## config.mk

```make
export PLATFORM = sky130hd
export DESIGN_NAME = crc5_nibble_framer
export DESIGN_NICKNAME = d
export VERILOG_FILES = /design/src/rtl/crc5_nibble_framer.sv
export SDC_FILE = /design/constraint.sdc
export NUM_CORES = 1
export LEC_CHECK = 0
export BUFFER_PORTS_ARGS = -buffer_cell sky130_fd_sc_hd__buf_2
export CAP_MARGIN = 20
export CORE_UTILIZATION = 35
export DETAILED_ROUTE_END_ITERATION = 16
export GPL_TIMING_DRIVEN = 0
export PLACE_DENSITY = 0.6
export SETUP_SLACK_MARGIN = 0.3
export SLEW_MARGIN = 40
export SYNTH_ARGS = -nofsm -noshare
export SYNTH_HDL_FRONTEND = slang
export SYNTH_SLANG_ARGS = --single-unit
```

## constraint.sdc

```tcl
create_clock -name clk -period 1.57 [get_ports clk]
set_input_delay 0.2355 -clock clk [delete_from_list [all_inputs] [get_ports clk]]
set_output_delay 0.2355 -clock clk [all_outputs]
set_load 0.01 [all_outputs]
```

## src/rtl/crc5_nibble_framer.sv

```systemverilog
// Byte-to-nibble framer: emits each byte low nibble first, runs CRC-5 (x^5+x^2+1)
// over the payload nibbles and appends the CRC as two trailer nibbles.
module crc5_nibble_framer #(
   parameter logic [4:0] CRC_INIT = 5'h00,
   parameter int         LEN_W    = 8
) (
   input  logic             clk,
   input  logic             rst,
   input  logic [7:0]       s_data,
   input  logic             s_valid,
   input  logic             s_last,
   output logic             s_ready,
   output logic [3:0]       m_nibble,
   output logic             m_valid,
   output logic             m_last,
   input  logic             m_ready,
   output logic [4:0]       crc_out,
   output logic             crc_valid,
   output logic [LEN_W-1:0] frame_len,
   output logic             len_overflow
);

   // state   | meaning
   // S_IDLE  | waiting for a byte, s_ready high
   // S_LO    | presenting byte[3:0]
   // S_HI    | presenting byte[7:4]
   // S_CRC_A | presenting crc[4:1]
   // S_CRC_B | presenting {crc[0],3'b000}, final nibble of frame
   typedef enum logic [2:0] {
      S_IDLE  = 3'd0,
      S_LO    = 3'd1,
      S_HI    = 3'd2,
      S_CRC_A = 3'd3,
      S_CRC_B = 3'd4
   } state_t;

   localparam logic [LEN_W-1:0] LEN_MAX = '1;

   state_t           r_state;
   state_t           w_state_nxt;
   logic [7:0]       r_byte;
   logic             r_last;
   logic [4:0]       r_crc;
   logic [LEN_W-1:0] r_cnt;
   logic             r_rdy_en;
   logic [4:0]       r_crc_out;
   logic             r_crc_valid;
   logic [LEN_W-1:0] r_frame_len;
   logic             r_len_ovf;

   logic             w_s_hs;
   logic             w_m_hs;
   logic [3:0]       w_pay_nib;
   logic [4:0]       w_crc_nxt;

   always_comb begin
      w_state_nxt = r_state;
      s_ready     = 1'b0;
      m_valid     = 1'b0;
      m_last      = 1'b0;
      m_nibble    = 4'h0;
      w_pay_nib   = r_byte[3:0];
      case (r_state)
         S_IDLE: begin
            s_ready = r_rdy_en;
            if (s_valid && r_rdy_en) w_state_nxt = S_LO;
         end
         S_LO: begin
            m_nibble = r_byte[3:0];
            m_valid  = 1'b1;
            if (m_ready) w_state_nxt = S_HI;
         end
         S_HI: begin
            m_nibble  = r_byte[7:4];
            m_valid   = 1'b1;
            w_pay_nib = r_byte[7:4];
            if (m_ready) w_state_nxt = r_last ? S_CRC_A : S_IDLE;
         end
         S_CRC_A: begin
            m_nibble = r_crc[4:1];
            m_valid  = 1'b1;
            if (m_ready) w_state_nxt = S_CRC_B;
         end
         S_CRC_B: begin
            m_nibble = {r_crc[0], 3'b000};
            m_valid  = 1'b1;
            m_last   = 1'b1;
            if (m_ready) w_state_nxt = S_IDLE;
         end
         default: w_state_nxt = S_IDLE;
      endcase
   end

   assign w_s_hs = s_valid && s_ready;
   assign w_m_hs = m_valid && m_ready;

   // Four serial MSB-first steps of the LFSR folded into one parallel update.
   assign w_crc_nxt[4] = r_crc[0] ^ r_crc[3] ^ w_pay_nib[2];
   assign w_crc_nxt[3] = r_crc[4] ^ r_crc[2] ^ w_pay_nib[3] ^ w_pay_nib[1];
   assign w_crc_nxt[2] = r_crc[4] ^ r_crc[3] ^ r_crc[1] ^ w_pay_nib[3] ^ w_pay_nib[2]
                         ^ w_pay_nib[0];
   assign w_crc_nxt[1] = r_crc[2] ^ w_pay_nib[1];
   assign w_crc_nxt[0] = r_crc[4] ^ r_crc[1] ^ w_pay_nib[3] ^ w_pay_nib[0];

   always_ff @(posedge clk or posedge rst) begin
      if (rst) begin
         r_state     <= S_IDLE;
         r_byte      <= 8'h00;
         r_last      <= 1'b0;
         r_crc       <= CRC_INIT;
         r_cnt       <= '0;
         r_rdy_en    <= 1'b0;
         r_crc_out   <= CRC_INIT;
         r_crc_valid <= 1'b0;
         r_frame_len <= '0;
         r_len_ovf   <= 1'b0;
      end else begin
         r_state     <= w_state_nxt;
         r_rdy_en    <= 1'b1;
         r_crc_valid <= 1'b0;
         if (w_s_hs) begin
            r_byte <= s_data;
            r_last <= s_last;
            if (r_cnt != LEN_MAX) r_cnt <= r_cnt + 1'b1;
         end
         if (w_m_hs) begin
            case (r_state)
               S_LO, S_HI: r_crc <= w_crc_nxt;
               S_CRC_B: begin
                  r_crc_out   <= r_crc;
                  r_crc_valid <= 1'b1;
                  r_frame_len <= r_cnt;
                  r_len_ovf   <= (r_cnt == LEN_MAX);
                  r_crc       <= CRC_INIT;
                  r_cnt       <= '0;
               end
               default: ;
            endcase
         end
      end
   end

   assign crc_out      = r_crc_out;
   assign crc_valid    = r_crc_valid;
   assign frame_len    = r_frame_len;
   assign len_overflow = r_len_ovf;

endmodule

```

==> flow_results.org <==
** STA
- Final critical-path setup slack :: -0.259 ns
- Min Tclk post-route :: 1.83 ns
- Static timing analysis puts the maximum clock frequency at 0.547 GHz.
- The tightest hold path in the finished design has a slack of 0.129 ns.
- Setup TNS :: -6.45 ns
- Setup repair after global routing could not meet its margin everywhere.
- Largest clock skew in the final design :: 0.00780 ns
- Max-slew violation count :: 0
- Setup violations remaining at the end of the flow were counted as 42.
- Of the available clock period, the critical path in the final layout requires 116%.
- Fin. Hold Viols :: 0

** Critical path
- Chain of cells forming the critical path :: clkbuf_16 -> mux2_4 -> a22oi_2 -> nor2_1 -> buf_2
- The most critical setup path has its startpoint at r_state[0].
- Number of stages on the worst setup path :: 5
- The worst register-to-register path begins at r_state[2].
- Cell type of the slowest stage on the worst timing path :: dfrtp_2
- CP top delay family :: flip-flops
- The largest single stage delay on the critical path is 0.46 ns.
- Endpoint arrival time on the critical path :: 1.59 ns
- CP Data Required Time :: 1.33 ns
- Largest fanout on the critical path :: 5
- For flop-to-flop paths, the worst setup slack is -0.25 ns.
- Count of cells along the worst register-to-register path :: 8
- The worst setup path is launched from a flip-flop.
- RR Endpoint :: r_byte[5]
- The critical path ends at m_nibble[2].
- The worst setup path is of the reg -> out kind.
- Number of buffer and inverter instances along the worst setup path :: 2
- The worst setup path is captured at a primary output.

** Routing
- Average wire per cell in the routed design :: 14.1 um
- Summed over all layers, the routed wires come to 4.79 mm.
- In this run, the number of DRC markers left after iteration 0 of detailed routing was 82.
- The detail route stage leaves a number of antenna-violating nets equal to 0.
- Post-detailed-route DRC marker count :: 0
- Across all layers, the routed design uses 1,638 vias.
- Dividing the detail-routed via count by the number of cells gives 4.83.
- Router iterations before antenna repair :: 4

** Global route
- The first global-routing pass estimated 7.68 mm of wire.
- Total routing resource utilization after global routing :: 16.7%
- The number of antenna violations at the first check in global routing came to 0.
- Maximum number of pins on one net before global-route repair :: 42
- The number of global-route vias before repair is 1,523.
- Remaining Overflow, GRT :: 0

** Clocking
- The clock reaches the later pin of the worst-skew pair after 0.30 ns.
- The longest clock path from root to sink contains 2 buffers.
- CTS tree :: built
- Number of levels in the clock H-tree :: 2
- Root Driver :: clkbuf_8
- Clock-pin slew was measured on the worst setup and hold paths at 0.08 ns.
- CTS Sinks :: 41
- Total clock buffers created by CTS :: 5

** Placement
- Once detailed placement completed, the half-perimeter wirelength came to 2.79 mm.
- # port buffers :: 34
- At the end of routability-driven placement, the weighted congestion stood at 0.771.
- The placed instances occupy a cell area of 2380 um^2.

** Logic synthesis
- Cells after Synth :: 194
- dfrtp_1 takes more of the synthesized area than any other cell.
- Async SR Flop Fraction :: 100%
- Post-synth EDFFs :: 0
- In the synthesized netlist the dominant register cell turns out to be dfrtp_1.
- Post-synth top area share :: 51.7%
- Number of warnings reported in the yosys synthesis log :: 0
- Register area share after synthesis :: 51.7%
- Most common cell in the netlist :: dfrtp_1
- In this run, synthesis produced a sequential element count of 41.
- Largest cells by area after synthesis :: dfrtp_1 52%, mux2_2 9.6%, nand2_1 7.6%
- Synth Net Count :: 208
- Synthesized area per cell :: 10.2 um^2
- Most used standard cells in the synthesized netlist :: 41 x dfrtp_1, 40 x nand2_1, 17 x mux2_2, 17 x xnor2_1, 16 x nor2_1
- Post-synth cell types :: 34
- The synthesized netlist occupies a cell area of 1990 um^2.

** Power and ir drop
- The analysis attributes to cell leakage a power of 1.50 nW.
- In this run switching power makes up 37.3% of total power.
- Int Power :: 3.63 mW
- Switching power :: 2.16 mW
- Of the total power, combinational logic draws 53.8%.
- Registers are responsible for 31.4% of the overall power.
- Clock Power Share :: 14.8%
- Largest voltage drop on the vdd net :: 0.000946 V
- Dividing total power by cell area gives a power density of 1840 nW/um^2.

** Finish
- The repair_antennas step left the layout with diodes totalling 0.
- After routing the design area is 3140 um^2.
- At the end of the flow the core is filled with cells to 57.4%.
- Fill cells in the final layout number 454.
- Compared with the post-synthesis result, the final layout area differs by 58.2%.
- After the last flow step, the layout net total stands at 280.
- Layout cells sized above 1 :: 54.7%

** Outcome
- The run finished, with violations left.
- Violated checks :: setup timing

** Worst hold path
- The min-delay analysis places its worst path in the category in -> reg.
- The worst hold path begins at s_data[4].

** Floorplan
- The floorplan step defined a die boundary enclosing 5980 um^2.
- Standard cell core area :: 5470 um^2
- Number of primary I/O pins :: 35
- Row generation in the floorplan step produced 27 rows.
- Initial cell density of the core :: 36.3%
- Die Wd :: 77.3 um
- Die Y-Extent :: 77.3 um

** Run
- Max-cap violations in this run came to 0.
==> worst reg2reg max path, stage by stage (launching register included) <==
cell	delay [ns]
dfrtp_1	0.37
clkbuf_8	0.14
nand3b_1	0.22
or3_4	0.39
clkbuf_16	0.19
buf_4	0.14
clkbuf_16	0.15
nand2_2	0.06
nand2_1	0.06
==> cells in the final DEF (no fill, tap or decap), types with 2 or more instances in the layout <==
cell and instances:
nand3_1 5, mux2i_2 4, buf_4 15, nor2_4 3, dfrtp_2 2, a21oi_1 2, o21ai_1 4, nand2_1 26
o21ai_2 3, o21ai_0 2, xnor2_1 16, nor2_1 13, buf_6 14, a22oi_2 3, xor2_1 2, clkbuf_16 5
dfrtp_1 39, buf_2 34, mux2i_1 2, nand2_2 9, clkbuf_8 6, nor3_4 5, inv_2 2, buf_8 2
nand2_4 5, mux2_4 17, nor3b_2 2
==> routing by layer <==
layer	GRT usage (%)	part of all wire, %	vias to the layer above
met1	23.2	47	805
met2	25.2	48	27
li1	-	-	797
met3	2.86	2.9	9
met4	7.55	2.3	0
met5	0	0	-
==> worst min-delay path by stage <==
stage                               to  slack [ns]  cells past startpoint
after floorplan              r_byte[0]        0.34                      2
after global placement       r_byte[6]        0.43                      3
after detailed placement  frame_len[7]        0.31                      2
after CTS                    r_byte[4]        0.12                      3
after global routing         r_byte[4]        0.12                      3
final                        r_byte[4]        0.13                      3
==> what timing repair did <==
| item | CTS | global route |
|---|---|---|
| resized for setup | 64 | 23 |
| pin swaps | 27 | 19 |
| endpoints found under the setup margin | 45 | 45 |
| cloned | 3 | 0 |
| hold buffers | 1 | 0 |
| endpoints found under the hold margin | 41 | 0 |
| buffers inserted | 16 | 11 |
==> sequential cells by signal (all words and copies together) (netlist names) <==
| name | flops |
|---|---|
| crc_valid | 1 |
| frame_len | 8 |
| r_byte | 8 |
| len_overflow | 1 |
| r_rdy_en | 1 |
| r_last | 1 |
| crc_out | 5 |
| r_state | 3 |
| r_crc | 5 |
| r_cnt | 8 |
==> kinds of logic (layout without fill, tap and decap cells) <==
kind of cell / after synthesis / count (layout) / share of synthesized area, %
AOI/OAI and AO/OA: 19 / 19 / 5.67
xor gates and xnor gates: 19 / 19 / 8.38
adders and majority gates: 1 / 1 / 0.630
buffers and inverters: 12 / 85 / 2.52
DFF: 41 / 41 / 51.7
muxes: 24 / 24 / 13.2
other: 1 / 1 / 0.189
and+or+nand+nor: 77 / 77 / 17.8
==> power groups by stage <==
stage	combinational, mW	clock, mW	sequential [mW]
2_1_floorplan	1.59	0	1.70
6_report	3.12	0.857	1.82
4_1_cts	2.72	0.884	1.78
5_1_grt	3.34	0.932	1.87
3_5_place_dp	2.02	0	1.76
3_3_place_gp	2.00	0	1.75
==> final cells by class <==
| class | count | area [um^2] | share of cell area [%] |
|---|---|---|---|
| Tap cell | 72 | 90.1 | 2.87 |
| Multi-Input combinational cell | 141 | 1230 | 39.1 |
| Timing Repair Buffer | 65 | 505 | 16.1 |
| Clock buffer | 5 | 68.8 | 2.19 |
| Inverter | 3 | 13.8 | 0.438 |
| Clock inverter | 3 | 46.3 | 1.47 |
| Sequential cell | 41 | 1030 | 32.7 |
| Buffer | 9 | 161 | 5.14 |
==> metrics by stage <==
| stage | instances | total power, mW | setup slack [ns] |
|---|---|---|---|
| 6_report | 339 | 5.79 | -0.259 |
| 2_1_floorplan | 194 | 3.29 | -0.0927 |
| 4_1_cts | 328 | 5.38 | -0.262 |
| 3_3_place_gp | 300 | 3.75 | -0.286 |
| 5_1_grt | 339 | 6.14 | -0.341 |
| 3_5_place_dp | 300 | 3.78 | -0.281 |
Power figures use the tool's default switching activity.
